[src/rtl/butterfly_r2_pipe.sv]
// -----------------------------------------------------------------------------
// butterfly_r2_pipe
//   Radix-2 DIT butterfly with a three-stage pipeline:
//     X = A + B*W,  Y = A - B*W,  W = W8^k supplied by an external twiddle ROM.
//   S1 registers the operands and twiddle index (the index drives the ROM),
//   S2 registers the four B x W partial products, and S3 registers the rounded,
//   optionally scaled and saturated results.
//
// Ports
//   clk, rst              clock, synchronous active-high reset
//   in_valid / in_ready   operand handshake (in_ready is the pipeline advance)
//   a_re,a_im,b_re,b_im   12-bit signed operands A and B
//   tw_idx                twiddle index k, accepted with the operands
//   tw_index              registered index driven to the twiddle ROM
//   tw_re, tw_im          12-bit signed Q7 twiddle returned by the ROM
//   x_re,x_im,y_re,y_im   12-bit signed results
//   out_valid / out_ready result handshake
//
// Parameter
//   SCALE                 0: no scaling, 1: arithmetic shift right by 1
// -----------------------------------------------------------------------------
module butterfly_r2_pipe #(
  parameter int SCALE = 0
) (
  input  logic        clk,
  input  logic        rst,
  input  logic        in_valid,
  output logic        in_ready,
  input  logic [11:0] a_re,
  input  logic [11:0] a_im,
  input  logic [11:0] b_re,
  input  logic [11:0] b_im,
  input  logic [2:0]  tw_idx,
  output logic [2:0]  tw_index,
  input  logic [11:0] tw_re,
  input  logic [11:0] tw_im,
  output logic [11:0] x_re,
  output logic [11:0] x_im,
  output logic [11:0] y_re,
  output logic [11:0] y_im,
  output logic        out_valid,
  input  logic        out_ready
);

  // Global advance: the whole pipe moves when the output slot is free or
  // being consumed, so a stall freezes every stage at once.
  logic en;

  // Stage valid bits and twiddle index
  logic       v1_q, v1_d;
  logic       v2_q, v2_d;
  logic       v3_q, v3_d;
  logic [2:0] idx1_q, idx1_d;

  // S1 operands
  logic signed [11:0] a1_re_q, a1_re_d, a1_im_q, a1_im_d;
  logic signed [11:0] b1_re_q, b1_re_d, b1_im_q, b1_im_d;

  // S2: A carried along, plus the four partial products
  logic signed [11:0] a2_re_q, a2_re_d, a2_im_q, a2_im_d;
  logic signed [23:0] p_rr_q, p_rr_d;  // b_re * tw_re
  logic signed [23:0] p_ii_q, p_ii_d;  // b_im * tw_im
  logic signed [23:0] p_ri_q, p_ri_d;  // b_re * tw_im
  logic signed [23:0] p_ir_q, p_ir_d;  // b_im * tw_re

  // S3 results
  logic [11:0] x_re_q, x_re_d, x_im_q, x_im_d;
  logic [11:0] y_re_q, y_re_d, y_im_q, y_im_d;

  // S3 combinational arithmetic
  logic signed [24:0] t_re_full, t_im_full;
  logic signed [17:0] t_re, t_im;
  logic signed [18:0] sx_re, sx_im, sy_re, sy_im;

  function automatic logic signed [18:0] scale19(input logic signed [18:0] v);
    return (SCALE == 1) ? (v >>> 1) : v;
  endfunction

  function automatic logic [11:0] sat12(input logic signed [18:0] v);
    if (v > 19'sd2047)       return 12'h7ff;
    else if (v < -19'sd2048) return 12'h800;
    else                     return v[11:0];
  endfunction

  always_comb begin
    en = !v3_q || out_ready;

    // NOTE: every _d defaults to its _q (hold), so no path through this block
    // leaves a variable unassigned and no latch can be inferred.
    v1_d    = v1_q;
    v2_d    = v2_q;
    v3_d    = v3_q;
    idx1_d  = idx1_q;
    a1_re_d = a1_re_q;
    a1_im_d = a1_im_q;
    b1_re_d = b1_re_q;
    b1_im_d = b1_im_q;
    a2_re_d = a2_re_q;
    a2_im_d = a2_im_q;
    p_rr_d  = p_rr_q;
    p_ii_d  = p_ii_q;
    p_ri_d  = p_ri_q;
    p_ir_d  = p_ir_q;
    x_re_d  = x_re_q;
    x_im_d  = x_im_q;
    y_re_d  = y_re_q;
    y_im_d  = y_im_q;

    // Complex product B*W at 25 bits, then round half up back to Q0 (18 bits)
    t_re_full = 25'(p_rr_q) - 25'(p_ii_q);
    t_im_full = 25'(p_ri_q) + 25'(p_ir_q);
    t_re      = 18'((t_re_full + 25'sd64) >>> 7);
    t_im      = 18'((t_im_full + 25'sd64) >>> 7);

    sx_re = scale19(19'(a2_re_q) + 19'(t_re));
    sx_im = scale19(19'(a2_im_q) + 19'(t_im));
    sy_re = scale19(19'(a2_re_q) - 19'(t_re));
    sy_im = scale19(19'(a2_im_q) - 19'(t_im));

    if (en) begin
      // S1: a bubble (in_valid = 0) is captured as an invalid slot
      v1_d    = in_valid;
      idx1_d  = tw_idx;
      a1_re_d = a_re;
      a1_im_d = a_im;
      b1_re_d = b_re;
      b1_im_d = b_im;
      // S2: tw_re/tw_im are the ROM response to idx1_q of this same word
      v2_d    = v1_q;
      a2_re_d = a1_re_q;
      a2_im_d = a1_im_q;
      p_rr_d  = 24'(b1_re_q) * 24'($signed(tw_re));
      p_ii_d  = 24'(b1_im_q) * 24'($signed(tw_im));
      p_ri_d  = 24'(b1_re_q) * 24'($signed(tw_im));
      p_ir_d  = 24'(b1_im_q) * 24'($signed(tw_re));
      // S3
      v3_d    = v2_q;
      x_re_d  = sat12(sx_re);
      x_im_d  = sat12(sx_im);
      y_re_d  = sat12(sy_re);
      y_im_d  = sat12(sy_im);
    end
  end

  // Control and visible outputs: cleared by reset
  always_ff @(posedge clk) begin
    // NOTE: sequential state uses non-blocking assignments so every flop
    // samples pre-edge values regardless of statement order.
    if (rst) begin
      v1_q   <= 1'b0;
      v2_q   <= 1'b0;
      v3_q   <= 1'b0;
      idx1_q <= 3'd0;
      x_re_q <= 12'd0;
      x_im_q <= 12'd0;
      y_re_q <= 12'd0;
      y_im_q <= 12'd0;
    end else begin
      v1_q   <= v1_d;
      v2_q   <= v2_d;
      v3_q   <= v3_d;
      idx1_q <= idx1_d;
      x_re_q <= x_re_d;
      x_im_q <= x_im_d;
      y_re_q <= y_re_d;
      y_im_q <= y_im_d;
    end
  end

  // NOTE: internal datapath registers carry no reset; their contents are
  // qualified by the stage valid bits, so clearing them buys nothing.
  always_ff @(posedge clk) begin
    a1_re_q <= a1_re_d;
    a1_im_q <= a1_im_d;
    b1_re_q <= b1_re_d;
    b1_im_q <= b1_im_d;
    a2_re_q <= a2_re_d;
    a2_im_q <= a2_im_d;
    p_rr_q  <= p_rr_d;
    p_ii_q  <= p_ii_d;
    p_ri_q  <= p_ri_d;
    p_ir_q  <= p_ir_d;
  end

  assign in_ready  = en;
  assign tw_index  = idx1_q;
  assign out_valid = v3_q;
  assign x_re      = x_re_q;
  assign x_im      = x_im_q;
  assign y_re      = y_re_q;
  assign y_im      = y_im_q;

endmodule
[config.mk]
export PLATFORM = sky130hd
export DESIGN_NAME = butterfly_r2_pipe
export DESIGN_NICKNAME = d
export VERILOG_FILES = /design/src/rtl/butterfly_r2_pipe.sv
export SDC_FILE = /design/constraint.sdc
export NUM_CORES = 2
export LEC_CHECK = 0
export ABC_AREA = 1
export CAP_MARGIN = 30
export CORE_ASPECT_RATIO = 0.9
export CORE_MARGIN = 2
export CORE_UTILIZATION = 23
export DETAILED_ROUTE_END_ITERATION = 6
export GPL_TIMING_DRIVEN = 0
export PLACE_DENSITY = 0.46
export SYNTH_ARGS = -nofsm -noshare
export SYNTH_HDL_FRONTEND = slang
export SYNTH_SLANG_ARGS = --single-unit
[constraint.sdc]
create_clock -name clk -period 17.4 [get_ports clk]
set_input_delay 5.22 -clock clk [delete_from_list [all_inputs] [get_ports clk]]
set_output_delay 5.22 -clock clk [all_outputs]
set_load 0.1 [all_outputs]
## Word level (Yosys, flattened, before mapping)

Cells that the tools add are included.

| cells by class | value |
|---|---|
| multiplexer cells | 8 |
| reduce and logical (&&, ||, !) cells | 2 |
| add/sub/neg operators | 8 |
| $mul | 4 |
| magnitude comparators | 8 |

Operators with widths:

| cell | number |
|---|---|
| $mul A12 B12 Y24 | 4 |
| $mux W12 | 8 |
| $gt A19 B12 Y1 const B | 4 |
| $lt A19 B12 Y1 const B | 4 |
| $add A25 B8 Y25 const B | 2 |
| $add A12 B18 Y19 | 2 |
| $sub A12 B18 Y19 | 2 |
| $add A24 B24 Y25 | 1 |
| $sub A24 B24 Y25 | 1 |
| $logic_not A1 Y1 | 1 |
| $logic_or A1 B1 Y1 | 1 |

| word-level totals | value |
|---|---|
| input port bits | 79 |
| register bits | 222 |
| output and inout port bits | 53 |

## Longest topological paths before layout

| logic depth | value |
|---|---|
| depth in word-level cells | 6 |
| gate-level depth with buffers | 33 |

## Worst setup path after synthesis

Ideal clock, no wire load.

| timing path | value |
|---|---|
| path type | input-to-output |
| start | input out_ready |
| end | output in_ready |
| arrival | 10985 ps |
| setup slack | 1195 ps |
| required time | 12180 ps |
| buffers on the path | 1 |
| cell stages on the path | 3 |
| path through | nor2_1 > inv_1 > clkbuf_1 |

| between the ends | value |
|---|---|
| cells in the longest elaborated chain, start to end | 1 |

RTL lines:

| item | line | text |
|---|---|---|
| start, declared | 42 | `input logic out_ready` |
| $logic_or A1 B1 Y1 | 86 | `en = !v3_q \|\| out_ready;` |
| end, declared | 28 | `output logic in_ready,` |

Every way passes these cells.

## Worst setup path after layout

Same ends and word-level chain as after synthesis.

==> reports/metrics.yaml <==
synth-edff-count: 168
die_y_um: 383
antenna_found_initial: 7
n_antenna_cell: 0
fin_skew_ns: 0.0345
dr.pass1.iters: 6
synthSimpleGateAreaFrac_pct: 16.4
yosysSeqAreaShare_pct: 16.7
synth_flop_cell: "edfxtp_1"
gp_routability_congestion: 0.913
drtIter0Drc: 2109
synth_cell_type_count: 53
core_area_um2: 159000
tightestPinTransition_ns: 1.03
rsz0062_at_grt: "no"
final_area_um2: 41700
clk_latency_ns: 0.65
synth_area_um2: 36700
grt_pass1_vias: 29600
placed_area_um2: 40800
avgViaCountPerCell: 4.30
synth_area_leaders: "fa_1 (30%), edfxtp_1 (14%), ha_1 (12%)"
final_cells: 6775
initial_core_util_pct: 23.1
synthAdderAreaFrac_pct: 42.8
end_kind: "primary output"
grtUsageTotal_pct: 14.5
fillers: 17500
dieArea_um2: 163000
ant_nets: 0
outcome: "completed"
clock-sinks: 222
area_delta_synth_final_pct: 13.8
avgSynthCellArea_um2: 8.20
wire_per_inst_um: 17.3
synth_top_family_by_area: "adder cells"
setup_viol: 0
cap_violations: 0
vias: 29100
final_cell_mix: "nand2_1 (1100), inv_1 (1048), fa_1 (556)"
clk_pin_slew_ns: 0.06
cts_tree: "built"
num_rows: 139
die_w_um: 425
syn-num-nets: 5473
hold_viol_final: 0
numCtsBuffers: 27
crit_path_start_kind: "input pin"
drc: 0
ctsHtreeMaxLevel: 1
synthArstFlopShare_pct: 0
critPathRequiredTime_ns: 12.18
dpl.hpwl_mm: 100
yosysWarnings: 0
final_common_cell: "nand2_1"
hold_class: "reg2reg"
worstPathArrival_ns: 8.90
ioPinCount: 132
slew_headroom_pct: 31.3
numPortBuffers: 131
cts_resized: 0
grt_start_max_net_pins: 57
grt_overflow: 0
nets: 5640
wirelength_mm: 117
final.min_clock_period_ns: 14.12
dp_cells: 6725
grt_pass1_wl_mm: 179
cts-root-buf: "clkbuf_16"
clockBufferDepth: 3
critPathKind: "in2out"
synthCells: 4472
post_cts_buffers: 0
yosys.area_share.xor_xnor_pct: 4.22
synthMuxAreaShare_pct: 0
drv_slew: 0
synth-seq-cells: 222
timing.fmax_mhz: 70.8
cts.hold.buffers_added: 0
yosysTopAreaCell: "fa_1"
synth_top_area_share_pct: 30.4
crit_fanout: 56
synth_compound_area_share_pct: 6.99
finalCritPeriodShare_pct: 81.2
rrSetupSlack_ns: 11.06
layout-drive-gt1-share_pct: 3.69
-- cells in the mapped netlist (all sizes together), types with 54 or more instances --
cell	instances
inv	1068
nand3	129
xor2	115
o21ai	143
nand2	1115
edfxtp	168
fa	556
a21oi	228
xnor2	61
nor2	168
ha	366
clkbuf	108
dfxtp	54
-- cell families (layout without fill, tap and decap cells) --
logic type | count (synthesis) | after routing
xor+xnor | 176 | 176
simple gates | 1492 | 1492
buf+inv | 1212 | 1400
compound gates | 448 | 448
flops | 222 | 222
fa+ha+maj | 922 | 922
-- worst max-delay path, cell delays in order --
cell and delay (ns):
clkdlybuf4s50_1 0.40, nor2_1 0.72, inv_1 0.41, clkbuf_4 0.44, buf_16 0.29, buf_16 0.25
clkdlybuf4s50_1 1.03
-- registers in the layout, summed over array words and instances (netlist names) --
name and cells:
p_ii_q 24, p_ir_q 24, p_ri_q 24, p_rr_q 24, a1_im_q 12, a1_re_q 12
a2_im_q 12, a2_re_q 12, b1_im_q 12, b1_re_q 12, x_im 12, x_re 12
y_im 12, y_re 12, tw_index 3, out_valid 1, v1_q 1, v2_q 1
-- cell type report --
type                    count  area (µm²)  area share (%)
multi-input cells        3038       25800            61.9
flip-flops and latches    222        6130            14.7
inverters                1069        4010            9.61
well taps                2115        2650            6.34
repair buffers            138        1480            3.53
plain buffers             143         697            1.67
clock buffers              27         676            1.62
clock inverters            23         263           0.630
-- through the flow --
step	setup WS, ns	hold slack (ns)	TNS (ns)	utilization [%]
3_3_place_gp	-4.32	0.405	-4.32	25.6
4_1_cts	3.24	0.422	0	26.3
2_1_floorplan	1.20	0.400	0	-
3_5_place_dp	3.26	0.405	0	25.7
6_report	3.28	0.421	0	26.3
5_1_grt	3.15	0.427	0	26.3
-- per-layer routing --
metal / vias up / share of wire (%) / GRT usage [%]
li1: 13900 / - / -
met1: 14300 / 49 / 21.6
met2: 786 / 43 / 21.8
met3: 96 / 6.8 / 2.58
met4: 0 / 1.8 / 2.35
met5: - / 0 / 0
-- path summary, 6_finish.rpt --
check | cells after the start | start | endpoint
worst max register to register | 16 | b1_im_q[11] | p_ii_q[23]
worst min-delay path | 0 | a1_im_q[8] | a2_im_q[8]
worst max-delay path | 7 | out_ready | in_ready
worst min register to register | 0 | a1_im_q[8] | a2_im_q[8]
Power is left out: the tool's default activity adds up to more than one toggle a clock period on the data nets, which glitch-free logic cannot reach.
